<file path="src/rtl/as_layer_ctrl.sv">
// rtl/as_layer_ctrl.sv - per-layer launch controller for the upsample/route address sequencer
module as_layer_ctrl #(
    parameter int W_SIZE    = 9,
    parameter int W_CHANNEL = 10,
    parameter int FM_AW     = 17
) (
    input  logic                        clk,
    input  logic                        rstn,
    input  logic                        i_layer_start,
    input  logic                        i_layer_mode,
    input  logic [W_SIZE-1:0]           i_width,
    input  logic [W_SIZE-1:0]           i_height,
    input  logic [W_CHANNEL-1:0]        i_chn_a,
    input  logic [W_CHANNEL-1:0]        i_chn_b,
    input  logic                        i_num_src,
    input  logic [FM_AW-1:0]            i_base_a,
    input  logic [FM_AW-1:0]            i_base_b,
    output logic                        o_busy,
    output logic                        o_layer_done,
    output logic                        o_err,
    output logic [W_SIZE-1:0]           q_width,
    output logic [W_SIZE-1:0]           q_height,
    output logic [W_CHANNEL-1:0]        q_channel,
    output logic [W_CHANNEL-1:0]        q_channel_out,
    output logic [W_SIZE+W_CHANNEL-1:0] q_row_stride,
    output logic                        q_as_mode,
    output logic [FM_AW-1:0]            q_route_offset,
    output logic [W_CHANNEL-1:0]        q_route_chn_offset,
    output logic                        q_as_start,
    input  logic                        o_as_done
);
    localparam int W_STRIDE = W_SIZE + W_CHANNEL;
    localparam int W_CNT    = $clog2(W_SIZE + 1);

    typedef enum logic [2:0] {IDLE, MUL, LAUNCH, WAIT, DONE} state_t;
    state_t state, state_next;

    logic                 mode_r, two_src_r, pass_r;
    logic [W_SIZE-1:0]    width_r, height_r, mplier_r;
    logic [W_CHANNEL-1:0] chn_a_r, chn_b_r;
    logic [FM_AW-1:0]     base_a_r, base_b_r;
    logic [W_STRIDE-1:0]  acc_r, mcand_r;
    logic [W_CNT-1:0]     cnt_r;
    logic                 done_r, err_r, rej_r;

    logic [W_CHANNEL:0]   chn_sum;
    logic                 desc_bad, accept, next_pass;

    assign chn_sum  = {1'b0, i_chn_a} + {1'b0, i_chn_b};
    // chn_b only matters for a two-source route
    assign desc_bad = (i_width == '0) || (i_height == '0) || (i_chn_a == '0) ||
                      (i_layer_mode && i_num_src && ((i_chn_b == '0) || chn_sum[W_CHANNEL]));
    assign accept    = (state == IDLE) && i_layer_start && !desc_bad;
    assign next_pass = (state == WAIT) && done_r && !pass_r && two_src_r;

    always_comb begin
        state_next = state;
        case (state)
            IDLE:    if (accept) state_next = MUL;
            MUL:     if (cnt_r == W_CNT'(W_SIZE - 1)) state_next = LAUNCH;
            LAUNCH:  state_next = WAIT;
            WAIT:    if (done_r) state_next = next_pass ? MUL : DONE;
            DONE:    state_next = IDLE;
            default: state_next = IDLE;
        endcase
    end

    always_ff @(posedge clk) begin
        if (!rstn) begin
            state     <= IDLE;
            mode_r    <= 1'b0;
            two_src_r <= 1'b0;
            pass_r    <= 1'b0;
            width_r   <= '0;
            height_r  <= '0;
            chn_a_r   <= '0;
            chn_b_r   <= '0;
            base_a_r  <= '0;
            base_b_r  <= '0;
            acc_r     <= '0;
            mcand_r   <= '0;
            mplier_r  <= '0;
            cnt_r     <= '0;
            done_r    <= 1'b0;
            err_r     <= 1'b0;
            rej_r     <= 1'b0;
        end else begin
            state  <= state_next;
            // done is registered first, so only a done seen during WAIT counts
            done_r <= o_as_done && (state == WAIT);
            err_r  <= i_layer_start && ((state != IDLE) || desc_bad);
            rej_r  <= i_layer_start && (state == IDLE) && desc_bad;
            if ((state == IDLE) && i_layer_start) begin
                mode_r    <= i_layer_mode;
                two_src_r <= i_layer_mode && i_num_src;
                pass_r    <= 1'b0;
                width_r   <= i_width;
                height_r  <= i_height;
                chn_a_r   <= i_chn_a;
                chn_b_r   <= i_chn_b;
                base_a_r  <= i_base_a;
                base_b_r  <= i_base_b;
            end
            if (accept) begin
                acc_r    <= '0;
                mcand_r  <= {{W_SIZE{1'b0}}, i_chn_a};
                mplier_r <= i_width;
                cnt_r    <= '0;
            end else if (next_pass) begin
                pass_r   <= 1'b1;
                acc_r    <= '0;
                mcand_r  <= {{W_SIZE{1'b0}}, chn_b_r};
                mplier_r <= width_r;
                cnt_r    <= '0;
            end else if (state == MUL) begin
                if (mplier_r[0]) acc_r <= acc_r + mcand_r;
                mcand_r  <= mcand_r << 1;
                mplier_r <= mplier_r >> 1;
                cnt_r    <= cnt_r + W_CNT'(1);
            end
        end
    end

    assign o_busy             = (state == MUL) || (state == LAUNCH) || (state == WAIT);
    assign o_layer_done       = (state == DONE) || rej_r;
    assign o_err              = err_r;
    assign q_width            = width_r;
    assign q_height           = height_r;
    assign q_channel          = pass_r ? chn_b_r : chn_a_r;
    assign q_channel_out      = two_src_r ? (chn_a_r + chn_b_r) : chn_a_r;
    assign q_row_stride       = acc_r;
    assign q_as_mode          = mode_r;
    assign q_route_offset     = pass_r ? base_b_r : base_a_r;
    assign q_route_chn_offset = pass_r ? chn_a_r : '0;
    assign q_as_start         = (state == LAUNCH);
endmodule
</file>
<file path="config.mk">
export PLATFORM = sky130hd
export DESIGN_NAME = as_layer_ctrl
export DESIGN_NICKNAME = d
export VERILOG_FILES = /design/src/rtl/as_layer_ctrl.sv
export SDC_FILE = /design/constraint.sdc
export NUM_CORES = 1
export LEC_CHECK = 0
export ABC_AREA = 1
export ABC_CLOCK_PERIOD_IN_PS = 1800
export CORE_MARGIN = 3
export CORE_UTILIZATION = 45
export DETAILED_ROUTE_END_ITERATION = 10
export PLACE_DENSITY = 0.85
export SLEW_MARGIN = 40
export SYNTH_ARGS = -nofsm -noshare
export SYNTH_HDL_FRONTEND = slang
export SYNTH_SLANG_ARGS = --single-unit
</file>
<file path="constraint.sdc">
create_clock -name clk -period 1.8 [get_ports clk]
set_input_delay 0.18 -clock clk [delete_from_list [all_inputs] [get_ports clk]]
set_output_delay 0.18 -clock clk [all_outputs]
set_load 0.005 [all_outputs]
</file>
* Yosys cells after proc, flatten, opt, wreduce, memory -nomap -nowiden *
Cells that the tools add are included.
W data, S select, Z words.

word-level totals
  input bits = 78
  memories kept = 0
  ROM bits = 0
  latch bits = 0
  flip-flop bits (word level) = 132
  bits in writable memories = 0

cells by class
  bitwise operators = 1
  muxes and demuxes = 18
  shifts and indexed selects = 0
  $lt $le $gt $ge = 0
  reduce and logical (&&, ||, !) cells = 30
  div/mod/pow operators = 0
  add/sub/neg operators = 4
  $mul = 0
  eq/ne operators = 8

operator list
  operator               count
  $mux W10               6
  $mux W9                3
  $logic_not A10 Y1      2
  $add A19 B19 Y19       1
  $logic_not A9 Y1       2
  $mux W17               1
  $mux W3                4
  $pmux W3 S4            1
  $add A10 B10 Y11       1
  $add A10 B10 Y10       1
  $logic_and A1 B1 Y1    10
  $logic_or A1 B1 Y1     8
  $eq A3 B2 Y1 const B   2
  $ne A2 B2 Y1 const B   3
  $reduce_bool A3 Y1     2
  $add A4 B1 Y4 const B  1
  $eq A4 B4 Y1 const B   1
  $eq A3 B1 Y1 const B   1
  $eq A3 B3 Y1 const B   1
  $logic_not A3 Y1       1
  $mux W1                3
  $reduce_and A3 Y1      1
  $reduce_or A3 Y1       1
  $logic_not A1 Y1       2
  2 further kinds        2

* Depth between registers and ports, before layout *
Gate-level depths: netlist of the first run.

  depth after elaboration = 8
  mapped depth = 14
  depth with buffers taken out = 13

* Worst setup path after synthesis of the first run *
OpenSTA, ideal clock, no wires.

  path type = register to register
  start = register acc_r[0], in the netlist q_row_stride[0]
  end = register acc_r[14], in the netlist q_row_stride[14]
  stages on the path, launching flop included = 14
  arrival = 1.740 ns
  period minus slack after synthesis = 1.860 ns
  setup slack = -0.060 ns
  library setup time = 0.120 ns
  path through = dfxtp_1 -> ha_1 -> inv_1 -> fa_1 -> inv_1 -> nand3_1 -> nand3_1 -> inv_1 -> o21ai_0 -> nand2_1 -> nand2_1 -> nand2_1 -> nand3_1 -> a21oi_1

on the way
  longest elaborated chain between the ends = 1

RTL lines
  item                      RTL line  text
  start: declaration        42        logic [W_STRIDE-1:0] acc_r, mcand_r;
  start signal: assignment  116       if (mplier_r[0]) acc_r <= acc_r + mcand_r;
  $add A19 B19 Y19          116

Every way passes these cells.
A chain may end at the register's enable or synchronous reset.

* Final worst setup path of the first run *
  start = register chn_a_r[1]
  end = output q_channel_out[9]

on the way
  longest elaborated chain between the ends = 2

RTL lines
  item                      RTL line  text
  start: declaration        40        logic [W_CHANNEL-1:0] chn_a_r, chn_b_r;
  start signal: assignment  99        chn_a_r <= i_chn_a;
  $add A10 B10 Y10          130       assign q_channel_out = two_src_r ? (chn_a_r + chn_b_r) : chn_a_r;
  $mux W10                  130
  end: declaration          24        output logic [W_CHANNEL-1:0] q_channel_out,

Every way passes these cells.

==> flow_metrics.py, run 1 <==
metrics = {
    "power": {
        "p_sw_w": 0.00545,
        "seq_power_share_pct": 29.4,
        "clockPowerShare_pct": 24.6,
        "power_frac_comb_pct": 46.1,
        "p_sw_share_pct": 38.8,
        "peakVddDrop_mv": 0.935,
        "internal-power_w": 0.00858,
        "leakage_nw": 5.29,
        "p_per_area_nw_per_um2": 1200,
    },
    "logic_synthesis": {
        "avgSynthCellArea_um2": 6.67,
        "yosysWarnings": 0,
        "synth_top_area_share_pct": 34.9,
        "synth_area_um2": 7580,
        "synth_cells": 1137,
        "synth-seq-cells": 132,
        "synth_cell_types": 35,
        "synth_nets": 1255,
        "synth.area.top_cells": "dfxtp_1 35%, nand2_1 16%, a21oi_1 8.5%, o21ai_0 6.7%, ha_1 6.3%",
        "yosysTopAreaCell": "dfxtp_1",
        "ys_seq_area_share_pct": 34.9,
    },
    "critical_path": {
        "required_ns": 1.62,
        "cp.depth": 11,
        "crit_family": "compound AO/OA/AOI/OAI gates",
        "reg2reg_depth": 12,
        "critPathSlowestCell": "dfxtp_2",
        "worstSetupPathType": "flip-flop to output port",
        "critPathCaptureType": "output port",
        "timing.critical_path.mode_cell": "nand2_1",
        "start_kind": "flip-flop",
        "max_stage_delay_ns": 0.34,
        "crit_chain": "buf_6 > ha_4 > a21oi_4 > o21bai_4 > nand2_2 > nand4_1 > a21oi_2 > o21ai_1 > nand2_1 > nand2_1 > buf_2",
        "crit_arrival_ns": 2.21,
        "crit_path_max_fanout": 3,
        "path_buf_inv": 2,
    },
    "global_route": {
        "grt_antenna_before_repair": 2,
        "groute.usage.overall_pct": 27.1,
        "grt_pass1_vias": 8500,
        "grt-ovfl-total": 0,
        "grt_max_degree": 69,
        "grt_pass1_wl_um": 40200,
    },
    "layout": {
        "fin_area_um2": 11700,
        "final_util_pct": 72.4,
        "finalNetCount": 1520,
        "syn2layout_area_growth_pct": 54.5,
        "layout-drive-gt1-share_pct": 26.9,
    },
    "timing": {
        "layout_setup_ws_ns": -0.594,
        "worst_slew_pin_slew_ns": 0.486,
        "max_freq_ghz": 0.418,
        "slew_viol_final": 0,
        "min_period_ns": 2.39,
        "rsz0062_at_grt": "true",
        "clock_skew_ns": 0.00636,
        "hold_viol": 0,
        "finalCritPeriodShare_pct": 133,
        "finalSetupViolCount": 15,
        "relSlewSlack_pct": 67.6,
    },
    "route": {
        "routed_wirelength_um": 28900,
        "viasPerCell": 5.68,
        "dr_total_vias": 9281,
        "first_pass_iters": 7,
        "post_drt_wl_per_cell_um": 17.7,
        "ant_nets": 0,
        "drt_iter0_markers": 923,
        "drc_errors": 0,
    },
    "floorplan": {
        "coreArea_um2": 16200,
        "die_w_um": 136,
        "initial_core_util_pct": 46.9,
        "die_h_um": 136,
        "rows": 46,
        "ioPinCount": 167,
        "die-area_um2": 18400,
    },
    "clock_network": {
        "cts-htree-levels": 4,
        "clockRootBuffer": "clkbuf_16",
        "cts_buffers": 17,
        "clk_pin_slew_worst_paths_ns": 0.06,
        "clkSinkCount": 132,
        "cts_buffer_depth": 2,
        "clkLatencyLatePin_ns": 0.42,
        "cts_tree": "built",
    },
    "status": {
        "failed_checks": "setup timing",
        "status": "finished, violations left",
    },
    "placed_design": {
        "port_buffers": 166,
        "place_congestion": 0.916,
        "placedInstanceArea_um2": 10100,
        "hpwlAfterDp_um": 16600,
        "place_ws_ns": -0.560,
    },
    "job": {
        "cap_violations": 0,
    },
    "min_path": {
        "hold_depth": 3,
        "hp-class": "input port to flip-flop",
    },
}
[cells in the final DEF (no fill, tap or decap), types with 4 or more instances in the layout]
cell type        synthesis  layout
nand2_1                314     286
buf_4                    1     115
a21oi_1                129     112
dfxtp_1                132     105
clkdlybuf4s50_1          0     100
nor2_1                 104      97
inv_1                  101      94
o21ai_0                101      62
buf_2                   16      30
o21ai_1                  8      29
nand3_1                 40      28
o21ai_2                 10      27
nand2_2                  2      25
nand4_1                 25      25
dfxtp_2                  0      24
ha_4                     0      23
nand3b_1                19      19
clkbuf_16                0      19
dlymetal6s2s_1           0      17
a21oi_2                  0      16
dlygate4sd2_1            0      16
ha_1                    38      15
inv_2                    7      12
nand3_2                  0      11
xor2_1                  11      11
buf_6                    7      11
buf_12                   0       8
nor2_2                   0       7
nand2_4                  0       5
nor3_1                  10       5
nor3_2                   0       4
a21o_1                   4       4
nor3_4                   3       4
clkinv_4                 0       4
[Yosys cell counts]
library cell  instances
a21o_1                4
a21oi_1             129
and2_1                1
buf_1                 2
buf_2                16
buf_4                 1
buf_6                 7
clkbuf_1             36
dfxtp_1             132
fa_1                  2
ha_1                 38
inv_1               101
inv_2                 7
mux2i_1               1
nand2_1             314
nand2_2               2
nand3_1              40
nand3_4               1
nand3b_1             19
nand4_1              25
nor2_1              104
nor2_4                1
nor2b_1               1
nor3_1               10
nor3_4                3
o211ai_1              2
o21ai_0             101
o21ai_1               8
o21ai_2              10
o21bai_1              1
o22ai_1               2
o31a_1                1
o31ai_1               1
or2_2                 3
xor2_1               11
[path summary, 6_finish.rpt]
path | from | endpoint | slack (ns)
min reg2reg | base_a_r[16] | base_a_r[16] | 0.45
max | chn_a_r[1] | q_channel_out[9] | -0.59
max reg2reg | mcand_r[1] | q_row_stride[13] | -0.11
min | rstn | mcand_r[3] | 0.23
[through the flow]
step                TNS [ns]  instances  hold WS (ns)  power (W)
finish                 -4.06       1633         0.233     0.0140
detailed placement    -27.26       1571         0.439    0.00955
CTS                    -3.37       1620         0.181     0.0130
global placement      -24.39       1571         0.433    0.00941
floorplan                  0       1137         0.292    0.00720
global route           -5.52       1633         0.232     0.0148
[per-layer routing]
metal / track usage (%) / up-vias / part of all wire (%)
li1: - / 4250 / -
met2: 46.2 / 640 / 48
met1: 30.9 / 4234 / 37
met3: 7.47 / 157 / 11
met4: 14.0 / 0 / 4.9
met5: 0 / - / 0
[sequential cells by signal, indices dropped and copies added (netlist names)]
name and flops:
mcand_r 19, base_b_r 17, two_src_r 1, q_as_mode 1
rej_r 1, q_row_stride 19, cnt_r 4, q_height 9
mplier_r 9, state 3, pass_r 1, chn_a_r 10
done_r 1, q_width 9, o_err 1, chn_b_r 10
base_a_r 17
[worst reg2reg max path, cell delays in order, from the launching register on]
cell	delay (ns)
dfxtp_1	0.35
buf_4	0.15
ha_1	0.18
a21oi_2	0.19
o21ai_2	0.09
buf_4	0.15
nand2_1	0.09
nand2_2	0.08
nand2_1	0.10
nand2_1	0.07
nand2_1	0.06
nand3_1	0.15
a21oi_2	0.17
[power by group through the flow]
stage,Combinational [W],Clock [W],Sequential [W]
global route,0.00701,0.00357,0.00419
finish,0.00646,0.00344,0.00412
CTS,0.00561,0.00343,0.00400
floorplan,0.00327,0,0.00393
global placement,0.00544,0,0.00397
detailed placement,0.00555,0,0.00400
[cells by family (layout without fill, tap and decap cells)]
group	after synthesis	after routing	synth area share (%)
flip-flops	132	132	34.9
other	0	2	0
multiplexers	1	1	0.132
AO/OA/AOI/OAI	259	259	17.9
AND/OR/NAND/NOR	524	524	29.6
adder cells (fa/ha/maj)	40	40	6.80
buffers and inverters	170	448	9.43
XOR/XNOR	11	11	1.27
[cell type report]
| cell class | instances | area [um2] |
|---|---|---|
| repair buffers | 308 | 2870 |
| flip-flops and latches | 132 | 2680 |
| fillers | 1131 | 4460 |
| diodes | 2 | 5.00 |
| clock buffers | 20 | 447 |
| multi-input cells | 835 | 4900 |
| clock inverters | 12 | 133 |
| inverters | 108 | 410 |
| well taps | 216 | 270 |
[what timing repair did]
item,4_1_cts,5_1_grt
endpoints found under the hold margin,0,0
pin swaps,20,43
cloned,4,3
setup buffers,14,9
gates resized for setup,224,150
setup endpoints to repair,95,79
hold buffers,0,0
(Power assumes the default switching activity.)
==> inputs of run 2 (changes only) <==
- GPL_TIMING_DRIVEN: default -> 1
==> results of run 2 <==
Same layout as run 1: the final DEF is identical, and so are final timing and power.
==> inputs of run 3 (changes only) <==
- SKIP_CTS_REPAIR_TIMING: default -> 1
==> flow_metrics.py, run 3 (synthesis results as in run 1) <==
metrics = {
    "timing": {
        "rsz0062_at_grt": "true",
        "hold_viol": 0,
        "finalCritPeriodShare_pct": 133,
        "min_period_ns": 2.40,
        "finalSetupViolCount": 18,
        "layout_setup_ws_ns": -0.598,
        "slew_viol_final": 0,
        "relSlewSlack_pct": 67.2,
        "clock_skew_ns": 0.00735,
        "worst_slew_pin_slew_ns": 0.492,
        "hold_slack_ns": 0.220,
        "max_freq_ghz": 0.417,
    },
    "placed_design": {
        "port_buffers": 166,
        "hpwlAfterDp_um": 16600,
        "place_congestion": 0.916,
        "place_ws_ns": -0.560,
    },
    "route": {
        "post_drt_wl_per_cell_um": 17.3,
        "drt_iter0_markers": 867,
        "ant_nets": 0,
        "dr_total_vias": 9101,
        "first_pass_iters": 5,
        "viasPerCell": 5.57,
        "routed_wirelength_um": 28300,
        "drc_errors": 0,
    },
    "layout": {
        "layout-drive-gt1-share_pct": 24.1,
        "finalNetCount": 1522,
        "syn2layout_area_growth_pct": 55.7,
        "final_common_cell": "nand2_1",
        "most-common-layout-cells": "293 x nand2_1, 120 x buf_4, 112 x a21oi_1",
    },
    "global_route": {
        "grt_pass1_vias": 7971,
        "groute.usage.overall_pct": 24.4,
        "grt_antenna_before_repair": 2,
        "grt-ovfl-total": 0,
        "grt_max_degree": 69,
        "grt_pass1_wl_um": 36600,
    },
    "floorplan": {
        "die_w_um": 136,
        "die_h_um": 136,
        "die-area_um2": 18400,
        "ioPinCount": 167,
        "rows": 46,
        "coreArea_um2": 16200,
        "initial_core_util_pct": 46.9,
    },
    "clock_network": {
        "clk_pin_slew_worst_paths_ns": 0.06,
        "cts_buffers": 17,
        "cts_buffer_depth": 2,
        "clockRootBuffer": "clkbuf_16",
        "clkSinkCount": 132,
        "clkLatencyLatePin_ns": 0.42,
        "cts_tree": "built",
        "cts-htree-levels": 4,
    },
    "power": {
        "peakVddDrop_mv": 0.949,
        "power_w": 0.0139,
        "p_per_area_nw_per_um2": 1180,
        "leakage_nw": 5.72,
    },
    "critical_path": {
        "worstSetupPathType": "flip-flop to output port",
        "start_kind": "flip-flop",
        "crit_arrival_ns": 2.22,
        "required_ns": 1.62,
        "critPathCaptureType": "output port",
        "crit_path_max_fanout": 3,
    },
    "min_path": {
        "hp-class": "input port to flip-flop",
    },
    "status": {
        "failed_checks": "setup timing",
        "status": "finished, violations left",
    },
    "job": {
        "cap_violations": 0,
    },
}
[run 3: cell types whose count changed in the layout (fill, tap and decap cells not counted), sizes merged]
cell / before / now
buf: 166 / 148
bufbuf: 3 / 0
clkbuf: 25 / 28
clkdlybuf4s15: 1 / 0
dlygate4sd2: 16 / 0
dlymetal6s2s: 17 / 54
[run 3: critical path, stage by stage, from the launching register on]
cell and delay [ns]:
dfxtp_2 0.32, buf_6 0.12, ha_4 0.17, a21oi_4 0.21
o21bai_4 0.10, nand2_2 0.06, nand4_1 0.23, buf_4 0.22
o211ai_1 0.16, nand2_1 0.07, buf_2 0.13
[run 3: where the power goes]
group	leakage [nW]	switching, W	internal, W
Sequential	1.09	0.000501	0.00361
Clock	0.276	0.00136	0.00207
Combinational	4.35	0.00346	0.00289
[run 3: final timing paths]
path,slack (ns),end,cells past startpoint,from
max,-0.60,q_channel_out[9],10,chn_b_r[1]
min,0.22,chn_b_r[8],4,i_chn_b[8]
max reg2reg,-0.17,q_row_stride[14],12,mcand_r[0]
min reg2reg,0.45,base_a_r[10],2,base_a_r[10]
[run 3: area by class of cell]
cell class	instances	area (um2)
Multi-Input combinational cell	835	4820
Fill cell	1103	4380
Timing Repair Buffer	310	3030
Sequential cell	132	2680
Clock buffer	20	447
Inverter	108	410
Tap cell	216	270
Clock inverter	12	133
Antenna cell	2	5.00
[run 3: through the flow]
| stage | cells | utilization [%] | TNS (ns) | area [um2] |
|---|---|---|---|---|
| finish | 1635 | 72.9 | -4.03 | 11800 |
| detailed placement | 1571 | 62.7 | -27.26 | 10100 |
| CTS | 1603 | 66.2 | -16.77 | 10700 |
| global placement | 1571 | 62.7 | -24.39 | 10100 |
| floorplan | 1137 | - | 0 | 7580 |
| global route | 1635 | 72.9 | -5.64 | 11800 |
[run 3: routing by layer]
layer | global-route usage (%) | share of wire, % | vias to the layer above | wire length (um)
met3 | 6.58 | 9.6 | 150 | 2730
met1 | 28.8 | 37 | 4171 | 10500
met4 | 9.69 | 5.3 | 0 | 1490
li1 | - | - | 4253 | -
met2 | 42.2 | 48 | 527 | 13600
met5 | 0 | 0 | - | 0
